## config.mk

```make
export PLATFORM = sky130hd
export DESIGN_NAME = equation
export DESIGN_NICKNAME = d
export VERILOG_FILES = /design/src/rtl/equation_pkg.sv /design/src/rtl/equation_char_class.sv /design/src/rtl/equation.sv
export SDC_FILE = /design/constraint.sdc
export NUM_CORES = 1
export LEC_CHECK = 0
export ABC_CLOCK_PERIOD_IN_PS = 2950
export BUFFER_PORTS_ARGS = -buffer_cell sky130_fd_sc_hd__buf_2
export CORE_AREA = 2 2 39 41
export CTS_CLUSTER_SIZE = 30
export DETAILED_ROUTE_END_ITERATION = 10
export DIE_AREA = 0 0 41 43
export GPL_TIMING_DRIVEN = 0
export PLACE_DENSITY_LB_ADDON = 0.12
export SLEW_MARGIN = 5
export SYNTH_ARGS = -nofsm -noshare
export SYNTH_HDL_FRONTEND = slang
export SYNTH_SLANG_ARGS = --single-unit
```

## constraint.sdc

```tcl
create_clock -name clk -period 2.95 [get_ports clk]
set_input_delay 0.1475 -clock clk [delete_from_list [all_inputs] [get_ports clk]]
set_output_delay 0.1475 -clock clk [all_outputs]
set_load 0.005 [all_outputs]
```

## src/rtl/equation_pkg.sv

```systemverilog
// equation_pkg: shared types and constants for the byte-serial equation recogniser.
// Optional build macro EQUATION_CHAIN_EN (used in equation.sv) allows "a=b=c".
package equation_pkg;

    typedef enum logic [2:0] {
        S_LHS_EXP  = 3'd0,
        S_LHS_OPND = 3'd1,
        S_EQ       = 3'd2,
        S_RHS_OPND = 3'd3,
        S_RHS_OP   = 3'd4,
        S_ERR      = 3'd5
    } state_t;

    typedef enum logic [1:0] {
        CC_OPND = 2'd0,
        CC_OP   = 2'd1,
        CC_EQ   = 2'd2,
        CC_BAD  = 2'd3
    } cclass_t;

    localparam logic [7:0] CH_PLUS = 8'h2B;
    localparam logic [7:0] CH_STAR = 8'h2A;
    localparam logic [7:0] CH_EQ   = 8'h3D;
    localparam logic [7:0] CH_A_LO = 8'h61;  // 'a'
    localparam logic [7:0] CH_Z_LO = 8'h7A;  // 'z'
    localparam logic [7:0] CH_D0   = 8'h30;  // '0'
    localparam logic [7:0] CH_D9   = 8'h39;  // '9'

endpackage

```

## src/rtl/equation_char_class.sv

```systemverilog
// equation_char_class: combinational ASCII byte -> character class.
// Unknown (X/Z) input falls through every test and lands in CC_BAD.
module equation_char_class
    import equation_pkg::*;
(
    input  logic [7:0] in,
    output cclass_t    cls
);

    // classify the current byte; anything not explicitly recognised is BAD
    always_comb begin
        cls = CC_BAD;
        if ((in >= CH_A_LO && in <= CH_Z_LO) || (in >= CH_D0 && in <= CH_D9))
            cls = CC_OPND;
        else if (in == CH_PLUS || in == CH_STAR)
            cls = CC_OP;
        else if (in == CH_EQ)
            cls = CC_EQ;
    end

endmodule

```

## src/rtl/equation.sv

```systemverilog
// equation: byte-serial syntax checker for "Expr = Expr" with single-char
// operands and '+'/'*' operators. out is high while the stream since reset
// is a complete legal equation.
// Optional build macro EQUATION_CHAIN_EN: a further '=' after a complete
// right-hand side starts another right-hand side instead of erroring.
module equation
    import equation_pkg::*;
(
    input  logic       clk,
    input  logic       reset,
    input  logic [7:0] in,
    output logic       out
);

    state_t  state, nxt;
    cclass_t cls;

    equation_char_class u_cc (
        .in  (in),
        .cls (cls)
    );

    // state register with synchronous reset taking priority over in
    always_ff @(posedge clk) begin
        if (reset) state <= S_LHS_EXP;
        else       state <= nxt;
    end

    // next-state decode; every unexpected class drops into the sticky error state
    always_comb begin
        nxt = S_ERR;
        case (state)
            S_LHS_EXP:  if (cls == CC_OPND) nxt = S_LHS_OPND;
            S_LHS_OPND: begin
                if (cls == CC_OP)      nxt = S_LHS_EXP;
                else if (cls == CC_EQ) nxt = S_EQ;
            end
            S_EQ:       if (cls == CC_OPND) nxt = S_RHS_OPND;
            S_RHS_OPND: begin
                if (cls == CC_OP) nxt = S_RHS_OP;
`ifdef EQUATION_CHAIN_EN
                else if (cls == CC_EQ) nxt = S_EQ;
`else
                else nxt = S_ERR;
`endif
            end
            S_RHS_OP:   if (cls == CC_OPND) nxt = S_RHS_OPND;
            default:    nxt = S_ERR;
        endcase
    end

    // Moore output: only a just-completed right operand makes a legal equation
    assign out = (state == S_RHS_OPND);

endmodule

```

==> results of run 1 <==
[critical path: cells and delay by family]
kind / cells / cell delay (ns)
AND/OR/NAND/NOR: 1 / 0.53
multiplexers: 1 / 0.26
adder cells (fa/ha/maj): 1 / 0.33
AO/OA/AOI/OAI: 3 / 0.53
buffers and inverters: 1 / 0.11
[final cells by class]
| type | instances | area [um2] |
|---|---|---|
| Timing Repair Buffer | 10 | 50.05 |
| Sequential cell | 3 | 60.06 |
| Clock buffer | 4 | 26.28 |
| Inverter | 1 | 3.754 |
| Multi-Input combinational cell | 32 | 245.2 |
| Tap cell | 16 | 20.02 |
| Fill cell | 156 | 978.4 |
[metal layers]
layer | vias to the layer above | global-route usage (%) | wire length [um]
li1 | 172 | - | -
met1 | 154 | 13.10 | 314
met2 | 12 | 11.56 | 297
met3 | 0 | 4.712 | 46
met4 | 0 | 2.000 | 0
met5 | - | 0 | 0
[power by group]
| group | switching [W] | internal, W |
|---|---|---|
| combinational | 0.0000150 | 0.0000161 |
| sequential | 0.00000300 | 0.0000438 |
| clock | 0.0000186 | 0.0000505 |
| total | 0.0000365 | 0.000110 |
[through the flow]
step	utilization [%]	total power [W]	instances	worst slack (ns)
after global routing	29.29	0.0001594	66	1.037
after floorplan	-	0.00006495	36	1.193
after global placement	27.40	0.00007749	62	0.9307
after detailed placement	27.40	0.00007842	62	0.9421
after CTS	29.29	0.0001512	66	1.184
final	29.29	0.0001469	66	1.197
[cells in the final DEF, fill, tap and decap left out, drive strengths merged]
cell type	n
a21boi	2
a21oi	1
a311oi	1
a31oi	1
and2	1
and3	2
buf	10
clkbuf	4
dfxtp	3
ha	3
inv	1
mux2	1
nand2b	1
nand3	1
nand3b	3
nand4b	1
nor2	2
nor2b	2
nor3	1
nor3b	1
nor4bb	1
o21ai	2
o221a	1
o221ai	1
o31a	1
o31ai	1
or4	1
[worst paths after layout]
kind         startpoint  endpoint  slack [ns]  cells past startpoint
min reg2reg    state[2]  state[2]        0.51                      2
max reg2reg    state[0]  state[1]        1.95                      3
min               reset  state[0]        0.11                      2
max               in[0]  state[0]        1.20                      7
[cell families after synthesis]
family / share of synthesized area (%)
compound gates: 26.32
simple gates: 37.25
fa+ha+maj: 12.15
mux: 3.643
flops: 19.43
buf+inv: 1.213
==> impl_metrics.csv, run 1 <==
group,metric,value,unit
logic_synthesis,synth_area_leaders,"dfxtp_1 19%, ha_1 12%, nand3b_1 7.3%",
setup_path,critPathMaxFanout,3,
logic_synthesis,synth_nets,49,
drt,routedWlPerCell,9.970,um
logic_synthesis,ys_ff_latch,3,
logic_synthesis,synth_cell_types,25,
clock_tree,cts-root-buf,"clkbuf_4",
logic_synthesis,synthCells,36,
floorplanning,core_area,1384,um2
drt,first_pass_iters,4,
global_route,grt_pass1_vias,291,
clock_tree,cts_tree,"done",
job,cap_violations,0,
min_path,hold_class,"input port to register",
drt,antenna_left,0,
timing,fmax,570.3,MHz
setup_path,cpPeakStageDelay,0.53,ns
clock_tree,clock_sinks,3,
logic_synthesis,synth_top_area_share,19.43,%
clock_tree,cts_htree_levels,1,
logic_synthesis,synth-main-ff-cell,"dfxtp_1",
logic_synthesis,synth_top_area_cell,"dfxtp_1",
timing,slew_viol_final,0,
global_route,antenna_found_initial,0,
final_layout,drive_gt1_share,30.00,%
final_layout,fin_area,405.4,um2
final_layout,antenna_cells,0,
logic_synthesis,synth_enable_flop_cells,0,
timing,min_period,1.753,ns
global_route,grt_overflow,0,
logic_synthesis,syn-mean-instance-area,8.585,um2
setup_path,critPathKind,"input port to register",
clock_tree,clk_path_buf_depth,2,
run_status,status,"finished, final reports clean",
global_route,grt_max_degree,8,
timing,rsz0062_at_grt,"no",
global_route,grt_usage,9.018,%
final_layout,nNetsFinal,64,
clock_tree,cts_hold_buf,0,
timing,fin_setup_tns,0,ns
power,power.density,362.3,nW/um2
drt,via_per_inst,5.121,
logic_synthesis,ys_warn_count,0,
floorplanning,die_x,41,um
place,portBuffers,10,
floorplanning,rows,14,
setup_path,cp.arrival,1.91,ns
floorplanning,fp.dieArea,1763,um2
final_layout,largest-register,"state",
drt,drc,0,
logic_synthesis,ys_async_sr_fraction,0,%
setup_path,worstPathRequired,3.10,ns
clock_tree,clk_latency,0.23,ns
timing,tightest_slew,0.3544,ns
setup_path,slowest_stage,"or4_4",
drt,num_vias,338,
timing,fin_skew,0.001113,ns
logic_synthesis,synth_area,309.0,um2
timing,hold_slack,0.1149,ns
final_layout,top_regs,"state x3",
timing,setup_viol,0,
floorplanning,io_pins,11,
floorplanning,start_util,22.33,%
timing,hold_viol_final,0,
global_route,grt_pass1_wl,1104,um
power,leakage,0.1722,nW
final_layout,syn2layout_area_growth,31.17,%
clock_tree,cts_made_buffers,3,
drt,drt_iter0_drc,7,
final_layout,largest_reg_flops,3,
power,ir_drop,143.9,uV
logic_synthesis,yosysSeqAreaShare,19.43,%
clock_tree,postCtsSetupBuffers,0,
setup_path,cp-start-kind,"input port",
place,hpwlAfterDp,560.5,um
floorplanning,die_h,43,um
timing,min_period_over_period,59.44,%
place,place.gp.congestion,0.6009,
drt,drt_wl_total,658,um
setup_path,cp-end-kind,"register",
logic_synthesis,netlist_top_cells_count,"3 x dfxtp_1, 3 x ha_1, 3 x nand3b_1",
timing,slew_headroom,76.05,%
place,place_area,379.1,um2
setup_path,path_cells,"buf_2 -> or4_4 -> o221ai_1 -> o21ai_0 -> ha_1 -> mux2_2 -> a31oi_1",
clock_tree,cts.clk_slew.worst_paths,0.03,ns
clock_tree,cts_resized,0,
Power figures use the tool's default switching activity.
==> inputs of run 2 (changes only) <==
ABC_CLOCK_PERIOD_IN_PS = 1850   (was 2950)
clock period = 1.85 ns   (was 2.95 ns; I/O delays follow)
==> run 2 against run 1 <==
Net effect: critical path type unchanged; sequential power is 60% higher; largest cell class unchanged; core utilization is 0.36 points higher; hold slack worse by 0.054 ns; largest power group unchanged.
==> impl_metrics.csv, run 2 (synthesis gave the netlist of run 1 again) <==
group,metric,value,unit
setup_path,startpoint,"in[0]",
min_path,whs_path_depth,2,
setup_path,critPathKind,"input port to register",
setup_path,path_cells,"buf_2 -> or4_4 -> o221ai_1 -> o21ai_0 -> ha_1 -> mux2_2 -> a31oi_1",
place,portBuffers,10,
floorplanning,core_area,1384,um2
clock_tree,clk_path_buf_depth,2,
setup_path,cp.arrival,1.85,ns
place,pre_cts_slack,-0.1029,ns
final_layout,top_regs,"state x3",
power,power.density,572.0,nW/um2
drt,drc,0,
final_layout,largest-register,"state",
timing,tightest_slew,0.3544,ns
place,hpwlAfterDp,560.5,um
clock_tree,cts_made_buffers,3,
clock_tree,clock_sinks,3,
global_route,antenna_found_initial,0,
job,cap_violations,0,
drt,antenna_left,0,
floorplanning,die_x,41,um
global_route,grt_overflow,0,
setup_path,cp-end-kind,"register",
floorplanning,fp.dieArea,1763,um2
final_layout,layout_common_cells,"10 x buf_2, 3 x nand3b_1, 3 x ha_1, 3 x clkbuf_4, 3 x dfxtp_1",
min_path,hold_start,"reset",
drt,drt_iter0_drc,7,
place,dp.cells,62,
timing,slew_viol_final,0,
clock_tree,cts.clk_slew.worst_paths,0.03,ns
final_layout,final_util,29.66,%
drt,routedWlPerCell,9.939,um
timing,fmax,588.4,MHz
drt,via_per_inst,5.136,
setup_path,worstPathRequired,2.00,ns
timing,hold_viol_final,0,
final_layout,largest_reg_flops,3,
setup_path,cp-start-kind,"input port",
clock_tree,cts_tree,"done",
timing,setup_viol,0,
floorplanning,rows,14,
drt,num_vias,339,
drt,first_pass_iters,4,
global_route,grt_pass1_vias,291,
final_layout,syn2layout_area_growth,32.79,%
power,leakage,0.1744,nW
final_layout,drive_gt1_share,32.00,%
setup_path,r2r_start,"state[1]",
timing,fin_skew,0.001113,ns
final_layout,nNetsFinal,64,
drt,drt_wl_total,656,um
setup_path,slowest_stage,"or4_4",
clock_tree,clk_latency,0.23,ns
place,place.gp.congestion,0.6009,
timing,min_period,1.700,ns
setup_path,cpPeakStageDelay,0.53,ns
global_route,grt_usage,9.018,%
final_layout,fin_cells,66,
setup_path,reg2reg_depth,2,
timing,min_period_over_period,91.87,%
setup_path,critPathMaxFanout,3,
clock_tree,cts_htree_levels,1,
min_path,hold_class,"input port to register",
final_layout,fin_area,410.4,um2
final_layout,final_common_cell,"buf_2",
timing,slew_headroom,76.05,%
place,place_area,379.1,um2
clock_tree,postCtsSetupBuffers,0,
global_route,grt_pass1_wl,1104,um
timing,fin_ws,0.1504,ns
power,ir_drop,233.9,uV
floorplanning,io_pins,11,
global_route,grt_max_degree,8,
timing,rsz0062_at_grt,"no",
floorplanning,start_util,22.33,%
final_layout,antenna_cells,0,
run_status,status,"finished, final reports clean",
floorplanning,die_h,43,um
clock_tree,cts-root-buf,"clkbuf_4",
==> run 2: power by group <==
group | leakage (nW) | total, W | internal, W | switching [W]
Clock | 0.0150 | 0.000110 | 0.0000805 | 0.0000296
Sequential | 0.0251 | 0.0000750 | 0.0000698 | 0.00000519
Combinational | 0.134 | 0.0000496 | 0.0000257 | 0.0000239
==> run 2: worst paths after layout <==
check        slack [ns]  endpoint
max                0.15  state[0]
min                0.06  state[0]
min reg2reg        0.51  state[2]
max reg2reg        0.85  state[0]
==> run 2: per-layer routing <==
| layer | global-route usage [%] | vias up | share of wire (%) |
|---|---|---|---|
| met5 | 0 | - | 0 |
| met4 | 2.000 | 0 | 0 |
| met3 | 4.712 | 0 | 7.6 |
| met2 | 11.56 | 14 | 45 |
| met1 | 13.10 | 152 | 48 |
| li1 | - | 173 | - |
==> run 2: worst max-delay path: cells and delay by family <==
family | cells | cell delay [ns]
AOI/OAI and AO/OA | 3 | 0.53
and+or+nand+nor | 1 | 0.53
buffers and inverters | 1 | 0.11
adders and majority gates | 1 | 0.33
muxes | 1 | 0.26
==> run 2: area by class of cell <==
class / count / area (um2)
clock buffer: 4 / 26.28
inverter: 1 / 3.754
tap: 16 / 20.02
multi-input combinational: 32 / 250.2
fill: 154 / 973.4
timing repair buffer: 10 / 50.05
sequential: 3 / 60.06
==> run 2: timing repair <==
item	4_1_cts	5_1_grt
gates resized for setup	0	1
hold buffers	0	0
endpoints found under the setup margin	0	1
hold endpoints to repair	0	0
==> run 2: through the flow <==
stage | setup TNS (ns) | hold slack (ns) | power, W
4_1_cts | 0 | 0.05100 | 0.0002411
2_1_floorplan | 0 | 0.1619 | 0.0001036
5_1_grt | 0 | 0.05470 | 0.0002548
6_report | 0 | 0.06129 | 0.0002348
3_5_place_dp | -0.1350 | 0.2944 | 0.0001250
3_3_place_gp | -0.1176 | 0.2890 | 0.0001236
==> inputs of run 3 (changes only) <==
CTS_BUF_LIST = sky130_fd_sc_hd__clkbuf_16   (was unset)
==> run 3 against run 2 <==
Net effect: sequential power barely moved; non-clock buffer count stayed put; via count is 1.2% higher; sequential share of layout area fell by 1.7 points; first-iteration DRC count decreased by 14%; setup slack worse by 0.0060 ns; global-route usage up 0.80 points; sequential cell count stayed put; register-to-register slack hardly changed; clock skew grew 0.0015 ns; critical path depth unchanged; critical endpoint unchanged.
==> impl_metrics.csv, run 3 (synthesis gave the netlist of run 1 again) <==
group,metric,value,unit
final_layout,nNetsFinal,64,
clock_tree,clock_sinks,3,
global_route,grt.busiest_layer,"met1",
timing,rsz0062_at_grt,"no",
power,clkPwrFrac,73.0,%
setup_path,cp-end-kind,"register",
timing,slew_viol_final,0,
min_path,whs_path_depth,2,
setup_path,slowest_stage,"or4_4",
drt,antenna_left,0,
clock_tree,cts_made_buffers,3,
setup_path,cp-start-kind,"input port",
power,netSwitchingPower,0.00008801,W
timing,tightest_slew,0.3544,ns
min_path,hold_class,"input port to register",
drt,drt_iter0_drc,6,
global_route,grtUsageMet2,12.19,%
place,place_area,379.1,um2
global_route,grt_max_degree,8,
floorplanning,die_x,41,um
timing,hold_slack,0.06387,ns
clock_tree,cts_hold_buf,0,
power,power_frac_comb,10.7,%
global_route,grt_use_met1,13.10,%
final_layout,fillerInstances,146,
global_route,grt_usage,9.820,%
global_route,grt_pass1_wl,1145,um
power,ir_drop,485.8,uV
timing,setup_viol,0,
clock_tree,cts_htree_levels,1,
drt,first_pass_iters,4,
min_path,hold_start,"reset",
floorplanning,rows,14,
setup_path,r2r_start,"state[1]",
power,power.density,998.5,nW/um2
clock_tree,clk_path_buf_depth,2,
drt,num_vias,343,
power,swShare,19.04,%
final_layout,final_util,33.45,%
floorplanning,start_util,22.33,%
final_layout,largest_reg_flops,3,
timing,fin_skew,0.002660,ns
place,place.gp.congestion,0.6009,
final_layout,largest-register,"state",
place,portBuffers,10,
drt,routedWlPerCell,10.39,um
global_route,grt_use_met3,6.283,%
power,pwr-share-seq,16.3,%
setup_path,worstReg2RegEnd,"state[0]",
timing,min_period,1.706,ns
job,cap_violations,0,
final_layout,fin_area,462.9,um2
timing,slew_headroom,76.05,%
min_path,min_to,"state[1]",
floorplanning,fp.dieArea,1763,um2
setup_path,reg2reg_depth,2,
drt,drt_wl_total,686,um
setup_path,critPathMaxFanout,3,
floorplanning,die_h,43,um
drt,via_per_inst,5.197,
power,leakage,0.2017,nW
final_layout,layout_common_cells,"10 x buf_2, 3 x nand3b_1, 3 x ha_1, 3 x clkbuf_16, 3 x dfxtp_1",
global_route,grt_overflow,0,
floorplanning,io_pins,11,
final_layout,final_common_cell,"buf_2",
timing,min_period_over_period,92.19,%
setup_path,critPathKind,"input port to register",
setup_path,r2r_slack,0.84,ns
timing,hold_viol_final,0,
place,hpwlAfterDp,560.5,um
clock_tree,cts.clk_slew.worst_paths,0.03,ns
final_layout,syn2layout_area_growth,49.80,%
power,internal_power,0.0003742,W
drt,drc,0,
floorplanning,core_area,1384,um2
setup_path,cp.arrival,1.85,ns
setup_path,cpPeakStageDelay,0.53,ns
setup_path,worstPathRequired,2.00,ns
global_route,antenna_found_initial,0,
final_layout,top_regs,"state x3",
global_route,grt_pass1_vias,292,
timing,fmax,586.3,MHz
final_layout,drive_gt1_share,32.00,%
clock_tree,cts_tree,"done",
clock_tree,clk_latency,0.22,ns
setup_path,path_cells,"buf_2 -> or4_4 -> o221ai_1 -> o21ai_0 -> ha_1 -> mux2_2 -> a31oi_1",
final_layout,antenna_cells,0,
run_status,status,"finished, final reports clean",
clock_tree,cts-root-buf,"clkbuf_16",
[run 3: worst max path at each step]
stage	start	endpoint	slack, ns
floorplan	in[0]	state[0]	0.15
global placement	in[0]	state[0]	-0.11
detailed placement	in[0]	state[0]	-0.10
CTS	in[0]	state[0]	0.12
global route	in[0]	state[0]	0.04
finish	in[0]	state[0]	0.14
[run 3: power groups by stage]
stage	Combinational, W	Sequential (W)	Clock, W
after floorplan	0.0000292	0.0000744	0
after global placement	0.0000482	0.0000754	0
after detailed placement	0.0000496	0.0000755	0
after CTS	0.0000500	0.0000746	0.000342
after global routing	0.0000571	0.0000760	0.000351
final	0.0000497	0.0000752	0.000337
[run 3: worst max-delay path: cells and delay by family]
family / cells / cell delay [ns]
muxes: 1 / 0.26
AOI/OAI and AO/OA: 3 / 0.53
adders and majority gates: 1 / 0.33
and+or+nand+nor: 1 / 0.53
buffers and inverters: 1 / 0.11
[run 3: final cells by class]
| class | instances | area, um2 | area share, % |
|---|---|---|---|
| flip-flops and latches | 3 | 60.06 | 12.97 |
| clock buffers | 3 | 75.07 | 16.22 |
| clock inverters | 1 | 3.754 | 0.8108 |
| inverters | 1 | 3.754 | 0.8108 |
| well taps | 16 | 20.02 | 4.324 |
| multi-input cells | 32 | 250.2 | 54.05 |
| repair buffers | 10 | 50.05 | 10.81 |
[run 3: through the flow]
step | setup WS [ns] | setup TNS (ns) | total power, W | cells
4_1_cts | 0.1247 | 0 | 0.0004670 | 66
2_1_floorplan | 0.1479 | 0 | 0.0001036 | 36
5_1_grt | 0.03640 | 0 | 0.0004839 | 66
3_3_place_gp | -0.1143 | -0.1176 | 0.0001236 | 62
6_report | 0.1444 | 0 | 0.0004622 | 66
3_5_place_dp | -0.1029 | -0.1350 | 0.0001250 | 62
[run 3: what timing repair did]
item                                    4_1_cts  5_1_grt
endpoints found under the setup margin        0        1
setup buffers                                 0        0
resized for setup                             0        1
[run 3: layer usage]
metal	part of all wire, %	wire length (um)	vias up
met5	0	0	-
met4	1.3	9	0
met3	9.6	66	3
met2	44	301	15
met1	45	308	153
li1	-	-	172
